--- src/rtl/fpu_ss_in_buf.sv ---
// ============================================================================
// fpu_ss_in_buf : FPU subsystem input buffer between issue acceptance and the
//                 controller (circular FIFO, optional fall-through/pass-through)
// Revision      : 1.0
// ============================================================================
`default_nettype none

module fpu_ss_in_buf #(
  parameter int unsigned DATA_WIDTH   = 64,
  parameter int unsigned DEPTH        = 2,
  parameter bit          FALL_THROUGH = 1'b0
) (
  input  logic                                        clk_i,
  input  logic                                        rst_i,
  input  logic                                        flush_i,
  input  logic                                        push_valid_i,
  output logic                                        push_ready_o,
  input  logic [DATA_WIDTH-1:0]                       push_data_i,
  output logic                                        pop_valid_o,
  input  logic                                        pop_ready_i,
  output logic [DATA_WIDTH-1:0]                       pop_data_o,
  output logic [(DEPTH == 0 ? 1 : $clog2(DEPTH+1))-1:0] usage_o,
  output logic                                        full_o,
  output logic                                        empty_o
);

  localparam int unsigned CNT_W = (DEPTH == 0) ? 1 : $clog2(DEPTH + 1);

  generate
    if (DEPTH == 0) begin : g_pass
      // Stateless: clock and reset are intentionally not consumed.
      logic w_unused;
      assign w_unused     = clk_i ^ rst_i;
      assign pop_valid_o  = push_valid_i & ~flush_i;
      assign push_ready_o = pop_ready_i & ~flush_i;
      assign pop_data_o   = push_data_i;
      assign usage_o      = '0;
      assign full_o       = 1'b0;
      assign empty_o      = 1'b1;
    end else begin : g_buf
      localparam int unsigned PTR_W = (DEPTH > 1) ? $clog2(DEPTH) : 1;
      localparam logic [PTR_W-1:0] c_last = PTR_W'(DEPTH - 1);
      localparam logic [CNT_W-1:0] c_full = CNT_W'(DEPTH);

      logic [DATA_WIDTH-1:0] r_mem [DEPTH];
      logic [PTR_W-1:0]      r_wr_ptr;
      logic [PTR_W-1:0]      r_rd_ptr;
      logic [CNT_W-1:0]      r_cnt;
      logic                  w_empty;
      logic                  w_full;
      logic                  w_bypass;
      logic                  w_push;
      logic                  w_pop;
      logic                  w_write;
      logic                  w_read;

      assign w_empty  = (r_cnt == '0);
      assign w_full   = (r_cnt == c_full);
      assign w_bypass = FALL_THROUGH & w_empty;

      // Ready is independent of pop_ready_i: no ready path through the buffer.
      assign push_ready_o = ~w_full & ~flush_i;
      assign pop_valid_o  = w_bypass ? (push_valid_i & ~flush_i) : (~w_empty & ~flush_i);
      assign pop_data_o   = w_bypass ? push_data_i : r_mem[r_rd_ptr];

      assign w_push  = push_valid_i & push_ready_o;
      assign w_pop   = pop_valid_o & pop_ready_i;
      // A pop while empty can only be a fall-through: it consumes the push directly.
      assign w_read  = w_pop & ~w_empty;
      assign w_write = w_push & ~(w_empty & w_pop);

      always_ff @(posedge clk_i or posedge rst_i) begin
        if (rst_i) begin
          r_wr_ptr <= '0;
          r_rd_ptr <= '0;
          r_cnt    <= '0;
          for (int unsigned i = 0; i < DEPTH; i++) begin
            r_mem[i] <= '0;
          end
        end else if (flush_i) begin
          r_wr_ptr <= '0;
          r_rd_ptr <= '0;
          r_cnt    <= '0;
        end else begin
          if (w_write) begin
            r_mem[r_wr_ptr] <= push_data_i;
            r_wr_ptr        <= (r_wr_ptr == c_last) ? '0 : r_wr_ptr + 1'b1;
          end
          if (w_read) begin
            r_rd_ptr <= (r_rd_ptr == c_last) ? '0 : r_rd_ptr + 1'b1;
          end
          if (w_write && !w_read) begin
            r_cnt <= r_cnt + 1'b1;
          end else if (!w_write && w_read) begin
            r_cnt <= r_cnt - 1'b1;
          end
        end
      end

      assign usage_o = r_cnt;
      assign full_o  = w_full;
      assign empty_o = w_empty;
    end
  endgenerate

endmodule

`default_nettype wire

--- config.mk ---
export PLATFORM = sky130hd
export DESIGN_NAME = fpu_ss_in_buf
export DESIGN_NICKNAME = d
export VERILOG_FILES = /design/src/rtl/fpu_ss_in_buf.sv
export SDC_FILE = /design/constraint.sdc
export NUM_CORES = 1
export LEC_CHECK = 0
export CAP_MARGIN = 20
export CORE_ASPECT_RATIO = 1.5
export CORE_MARGIN = 2
export CORE_UTILIZATION = 40
export CTS_BUF_LIST = sky130_fd_sc_hd__clkbuf_4 sky130_fd_sc_hd__clkbuf_8 sky130_fd_sc_hd__clkbuf_16
export CTS_CLUSTER_DIAMETER = 40
export CTS_CLUSTER_SIZE = 24
export DETAILED_ROUTE_END_ITERATION = 10
export PLACE_DENSITY = 0.7
export REMOVE_ABC_BUFFERS = 1
export SYNTH_ARGS = -nofsm -noshare
export SYNTH_HDL_FRONTEND = slang
export SYNTH_SLANG_ARGS = --single-unit
--- constraint.sdc ---
create_clock -name clk_i -period 9.2 [get_ports clk_i]
set_input_delay 1.38 -clock clk_i [delete_from_list [all_inputs] [get_ports clk_i]]
set_output_delay 1.38 -clock clk_i [all_outputs]
set_load 0.01 [all_outputs]
==> results of run 1 <==
==> logic make-up after synthesis <==
group	Yosys count
AOI/OAI and AO/OA	7
xor gates and xnor gates	1
buffers and inverters	24
DFF	132
muxes	192
and+or+nand+nor	13
==> stage by stage <==
| step | setup WS, ns | instances | hold slack (ns) | power [mW] |
|---|---|---|---|---|
| floorplan | 4.29 | 347 | 0.454 | 1.10 |
| global placement | 5.17 | 689 | 0.464 | 1.31 |
| detailed placement | 5.14 | 689 | 0.477 | 1.33 |
| CTS | 4.91 | 721 | 0.493 | 2.10 |
| global route | 4.84 | 721 | 0.499 | 2.17 |
| finish | 5.00 | 721 | 0.484 | 2.07 |
==> flip-flops by register name, indices dropped and copies added, names as in the netlist <==
register	flops
g_buf.r_wr_ptr	1
usage_o	2
g_buf.r_rd_ptr	1
g_buf.r_mem	128
==> worst min path at each step <==
stage,startpoint,endpoint
after floorplan,g_buf.r_mem[68]$_DFFE_PP0P_,g_buf.r_mem[68]$_DFFE_PP0P_
after global placement,g_buf.r_mem[68]$_DFFE_PP0P_,g_buf.r_mem[68]$_DFFE_PP0P_
after detailed placement,g_buf.r_mem[69]$_DFFE_PP0P_,g_buf.r_mem[69]$_DFFE_PP0P_
after CTS,g_buf.r_mem[71]$_DFFE_PP0P_,g_buf.r_mem[71]$_DFFE_PP0P_
after global routing,g_buf.r_mem[68]$_DFFE_PP0P_,g_buf.r_mem[68]$_DFFE_PP0P_
final,g_buf.r_mem[68]$_DFFE_PP0P_,g_buf.r_mem[68]$_DFFE_PP0P_
==> final cells by class <==
type / instances / area (um^2) / share of cell area
repair buffers: 143 / 1420 / 0.174
flip-flops and latches: 132 / 3300 / 0.405
inverters: 2 / 10.0 / 0.00123
multi-input cells: 213 / 2530 / 0.309
clock inverters: 13 / 204 / 0.0250
clock buffers: 19 / 453 / 0.0555
well taps: 199 / 249 / 0.0305
==> cells in the final DEF, fill, tap and decap left out <==
master and count:
dfrtp_2 1, nor2_1 5, xor2_1 1, mux2_2 128, o21ai_0 3, bufinv_16 5
or3_1 1, buf_4 5, inv_6 1, a31oi_1 1, clkbuf_8 2, inv_4 1
clkinv_2 4, nor2b_1 1, nand3b_1 1, mux2_4 60, clkinv_4 2, nand3_1 1
mux2_1 4, clkinvlp_4 1, clkdlybuf4s50_1 138, nor4_4 1, inv_1 1, dfrtp_1 131
or4b_4 1, a21oi_1 2, clkbuf_16 17, nand2_1 1, or4b_2 1, a22oi_1 1
==> per-layer routing <==
layer,global-route usage,share of wire,vias up
li1,-,-,1608
met1,0.194,0.40,1863
met2,0.299,0.54,89
met3,0.0375,0.032,22
met4,0.0817,0.026,0
met5,0,0,-
==> worst max-delay path, delay by kind of cell (launching register included) <==
kind,cells,cell delay (ns)
buffers and inverters,2,1.06
flip-flops,1,0.93
multiplexers,1,0.38
==> power groups by stage <==
stage / Sequential [mW] / Combinational (mW) / Clock, mW
2_1_floorplan: 0.783 / 0.314 / 0
3_3_place_gp: 0.796 / 0.515 / 0
3_5_place_dp: 0.806 / 0.527 / 0
4_1_cts: 0.799 / 0.530 / 0.768
5_1_grt: 0.818 / 0.556 / 0.796
6_report: 0.798 / 0.522 / 0.754
==> summary.md, run 1 <==
| Metric | Value |
|---|---|
| Outcome | completed |
| Slew HR | 0.382 |
| Synth-to-layout area growth | 35.2% |
| Clk pin slew, worst setup/hold paths | ~0.060 ns |
| Yosys top cell area share | 0.547 |
| Final setup viols | 0 |
| Post-Syn Area | 6040 um^2 |
| Seq pwr share | 0.385 |
| Clock Skews | 0.00791 ns |
| Grt total ovfl | 0 |
| Worst path cell trace | buf_4 > mux2_2 > clkdlybuf4s50_1 |
| Reg2reg path depth | 4 |
| Fin crit period | roughly 4.2 ns |
| Reg-to-reg slack, setup | 6.40 ns |
| Dpl cell area | between 7000 and 8000 um^2 |
| Critical path's largest stage delay | around 0.93 ns |
| Switching part of the total | 0.243 |
| DRT iter0 DRCs | about 110 |
| Vias | approximately 3.6k |
| Mux contribution to synthesized area | 0.395 |
| Worst EP required | 7.82 ns |
| Critical path class | reg -> out |
| Post-route design area | 8170 um^2 |
| Cell Pwr Density | 254 nW/um^2 |
| Logic pwr share | 0.252 |
| Maximum clock insertion buffer count | 2 |
| Synthesized flop and latch total | between 100 and 150 |
| Starting density of the core | 0.405 |
| Nets | 578 |
| Largest cells by area after synthesis | dfrtp_1 (55%), mux2_2 (24%), mux2_4 (15%) |
| Worst setup EP type | primary output |
| Inserted Diodes | 0 |
| Post-DRT Antenna Nets | 0 |
| Pin count of the biggest net entering global routing | 74 |
| RSZ-0062 raised after global routing | false |
| Hold path depth | 1 |
| Die X-Extent | 104 um |
| Worst-margin pin slew | 0.927 ns |
| Layout cells sized above 1 | 0.441 |
| Final hold vios | 0 |
| DR DRC count | 0 |
| Initial antenna violation count | 0 |
| Post-layout util | 0.547 |
| Clock latency on the worst-skew pair | 0.42 ns |
| FF-to-FF End | g_buf.r_mem[5]$_DFFE_PP0P_ |
| H-tree depth | 4 |
| Sink Count | 132 |
| Setup TNS | 0 ns |
| Pre-antenna DRT Iters | 4 |
| Port buffer count | 138 |
| Worst-path maximum fanout | 34 |
| Switching power | 503 uW |
| # fillers | 1,233 |
| Clock power frac | 0.364 |
| CTS resizes | 0 |
| CTS tree | built |
| Post-CTS Setup Inserts | 0 |
| Yosys cell types | 23 |
| Boundary Pins | 139 |
| CP endpoint | pop_data_o[5] |
| Adder-Cell Fraction of Synth Area | 0 |
| Main combinational cell family by area after synthesis | multiplexers |
| Fraction of the mapped netlist area in simple logic gates | 0.0153 |
| Crit path max-delay cell type | dfrtp_2 |
| Post-synthesis compound-gate area fraction | 0.00642 |
| Pint | 1.57 mW |
| Number of global-route vias before repair | between 3k and 4k |
| XOR/XNOR share of the synthesized area | 0.00145 |
| CP startpoint | g_buf.r_rd_ptr$_DFFE_PP0P_ |
| Root buffer cell | clkbuf_16 |
| GR Util All Layers | 0.169 |
| Fmax | between 0.2 and 0.25 GHz |
| R2r startpoint | usage_o[1]$_DFFE_PP0P_ |
| YS warnings | 0 |
| Post-synth ARST share | 1.00 |
| Die ar. | 16,100 um^2 |
| Leading area contributor after synthesis | dfrtp_1 |
| HPWL after DPL | 8.27 mm |
| Syn_area_per_cell | ~16 um^2 |
| Leakage | ~3.6 nW |
| Total length of routed wires | 13.0 mm |
| Most frequent cell after synthesis | dfrtp_1 |
| Max cap viols | 0 |
| Most used DFF post-synth | dfrtp_1 |
| Seq/Total Area, Yosys | 0.547 |
| Slew Viols, Final | 0 |
| Core Area | approximately 15,000 um^2 |
| Post-synthesis cell count | 369 |
| Crit path DAT | 2.82 ns |
| Total CTS buffers | 17 |
| Max VDD drop | 0.123 mV |
| Final Cycle Share | 0.457 |
| Hold-fix buffers at CTS | 0 |
| Worst min-delay path class | reg -> reg |
| Routed wire per std cell | 18.1 um |
| Critical Path Start Type | flop |
| Die H | ~150 um |
| Num rows | 55 |
| Number of synthesized flops with an enable pin | 0 |
| Wire length of the first global-routing pass | 21.2 mm |
| GPL Wtd Cong | between 0.7 and 0.8 |
| Synth top cells by count | dfrtp_1 (132), mux2_2 (128), mux2_4 (60) |
| Via/cell ratio | 4.97 |
No activity file was read; power rests on OpenSTA's default activity.
==> run 2, diff against run 1 <==
--- a/config.mk
+++ b/config.mk
@@ -13,7 +13,7 @@
 export CTS_CLUSTER_DIAMETER = 40
 export CTS_CLUSTER_SIZE = 24
 export DETAILED_ROUTE_END_ITERATION = 10
-export PLACE_DENSITY = 0.7
+export PLACE_DENSITY = 0.73
 export REMOVE_ABC_BUFFERS = 1
 export SYNTH_ARGS = -nofsm -noshare
 export SYNTH_HDL_FRONTEND = slang
==> constraint.sdc (replaced) <==
create_clock -name clk_i -period 3.45 [get_ports clk_i]
set_input_delay 0.5175 -clock clk_i [delete_from_list [all_inputs] [get_ports clk_i]]
set_output_delay 0.5175 -clock clk_i [all_outputs]
set_load 0.01 [all_outputs]
==> summary.md, run 2 (synthesis gave the netlist of run 1 again) <==
| Metric | Value |
|---|---|
| Num rows | 55 (unchanged) |
| Final hold vios | 0 (unchanged) |
| Nets | 581 (+0.52%) |
| Slew HR | 0.569 (+0.187) |
| Slew Viols, Final | 0 (unchanged) |
| Worst EP required | 2.93 ns (-4.89 ns) |
| Critical Path Start Type | flop |
| Most frequent cells in the layout | clkdlybuf4s50_1 (138), dfrtp_1 (131), mux2_2 (128), mux2_4 (60), clkbuf_16 (17) |
| Die ar. | 16,100 um^2 (unchanged) |
| Biggest register | g_buf.r_mem |
| Crit path max-delay cell type | dfrtp_2 |
| Vias | 3,566 (-0.45%) |
| Pre-antenna DRT Iters | 4 (unchanged) |
| Outcome | completed |
| Max cap viols | 0 (unchanged) |
| GR Util All Layers | 0.174 (+0.00453) |
| Max VDD drop | 0.285 mV (+130%) |
| Final Cycle Share | 0.822 |
| Worst path cell trace | buf_4 > mux2_2 > clkdlybuf4s50_1 |
| Reg-to-reg slack, setup | 1.22 ns (-5.18 ns) |
| Leakage | 3.53 nW (-1.3%) |
| RSZ-0062 raised after global routing | false |
| Worst-path maximum fanout | 18 (-47%) |
| Via/cell ratio | 4.91 (-1.1%) |
| Routed wire per std cell | 17.9 um (-1.2%) |
| CTS tree | built |
| DRT iter0 DRCs | 97 (-10%) |
| DR DRC count | 0 (unchanged) |
| Crit path DAT | 2.32 ns (-0.50 ns) |
| Layout cells sized above 1 | 0.444 (+0.00320) |
| Max FFs per register | 128 (unchanged) |
| Critical path's largest stage delay | 0.66 ns (-0.27 ns) |
| Setup TNS | 0 ns (unchanged) |
| Worst min-delay path class | in -> async |
| Post-CTS Setup Inserts | 0 (unchanged) |
| CTS resizes | 0 (unchanged) |
| Total length of routed wires | 13.0 mm (-0.55%) |
| Post-route design area | 8100 um^2 (-0.87%) |
| Clock Skews | 0.00525 ns (-0.00266 ns) |
| Die H | 155 um (unchanged) |
| Critical path class | reg -> out |
| Pin count of the biggest net entering global routing | 57 (-23%) |
| Core Area | 14,900 um^2 (unchanged) |
| HPWL after DPL | 8.81 mm (+6.5%) |
| Initial antenna violation count | 2 (+2) |
| Synth-to-layout area growth | 34.0% |
| Wire length of the first global-routing pass | 22.1 mm (+4.0%) |
| Post-DRT Antenna Nets | 0 (unchanged) |
| H-tree depth | 4 (unchanged) |
| Grt total ovfl | 0 (unchanged) |
| Commonest non-fill, non-tap cell in the layout | clkdlybuf4s50_1 |
| Port buffer count | 138 (unchanged) |
| Cell Pwr Density | 636 nW/um^2 (+150%) |
| Total CTS buffers | 17 (unchanged) |
| Fin crit period | 2.84 ns |
| Starting density of the core | 0.405 (unchanged) |
| Hold-fix buffers at CTS | 0 (unchanged) |
| Clock latency on the worst-skew pair | 0.41 ns (about the same) |
| Clk pin slew, worst setup/hold paths | 0.06 ns (about the same) |
| Dpl cell area | 7560 um^2 (+0.63%) |
| Worst setup EP type | primary output |
| GPL Wtd Cong | 0.752 (+3.0%) |
| Die X-Extent | 104 um (unchanged) |
| Root buffer cell | clkbuf_16 |
| Number of global-route vias before repair | 4,155 (+4.0%) |
| Sink Count | 132 (unchanged) |
| Maximum clock insertion buffer count | 2 (unchanged) |
| Boundary Pins | 139 (unchanged) |
| Fmax | approximately 0.35 GHz |
| Worst-margin pin slew | 0.646 ns (-0.281 ns) |
| Final setup viols | 0 (unchanged) |
run 2: cell types whose count changed in the layout (fill, tap and decap cells not counted):
cell / change
buf_4: +1
clkinvlp_4: +3
clkbuf_8: -2
clkinv_2: +1
bufinv_16: -5
diode_2: +2
clkinv_4: +1
buf_12: +2
inv_6: +2
run 2: stage by stage:
stage               power [mW]  worst slack [ns]  hold slack, ns   util  instances
floorplan                 2.93            -0.594           0.454      -        347
global placement          3.51             0.897           0.464  0.506        692
detailed placement        3.57             0.858           0.484  0.506        692
CTS                       5.22             0.572           0.468  0.542        724
global route              5.42             0.517           0.493  0.542        726
finish                    5.15             0.613           0.465  0.542        726
run 2: where the power goes:
part	internal, mW	switching (mW)	leakage [nW]
sequential	1.92	0.203	1.57
clock	0.919	0.693	0.256
combinational	0.954	0.456	1.70
run 2: area by class of cell:
cell class              count  area (um^2)
fillers                  1253         6840
flip-flops and latches    132         3300
multi-input cells         213         2530
repair buffers            146         1470
clock buffers              17          425
well taps                 199          249
clock inverters            15          108
inverters                   2         10.0
diodes                      2         5.00
run 2: path summary, 6_finish.rpt:
check                                                  from                          end  cells after the start
max in group asynchronous                             rst_i  g_buf.r_mem[55]$_DFFE_PP0P_                      3
min in group clk_i              g_buf.r_mem[71]$_DFFE_PP0P_  g_buf.r_mem[71]$_DFFE_PP0P_                      1
worst min register to register  g_buf.r_mem[71]$_DFFE_PP0P_  g_buf.r_mem[71]$_DFFE_PP0P_                      1
worst max register to register       usage_o[1]$_DFFE_PP0P_   g_buf.r_mem[4]$_DFFE_PP0P_                      4
worst min-delay path                                  rst_i  g_buf.r_mem[43]$_DFFE_PP0P_                      2
worst max-delay path             g_buf.r_rd_ptr$_DFFE_PP0P_               pop_data_o[51]                      3
run 2: worst max-delay path, delay by kind of cell, from the launching register on:
kind,cells,cell delay (ns)
buffers and inverters,2,0.87
multiplexers,1,0.38
flip-flops,1,0.66
run 2: per-layer routing:
| metal | routed length [um] | global-route usage | up-vias |
|---|---|---|---|
| met5 | 0 | 0 | - |
| met4 | 339 | 0.0862 | 0 |
| met3 | 375 | 0.0333 | 20 |
| met2 | 7160 | 0.314 | 75 |
| met1 | 5100 | 0.194 | 1861 |
| li1 | - | - | 1610 |
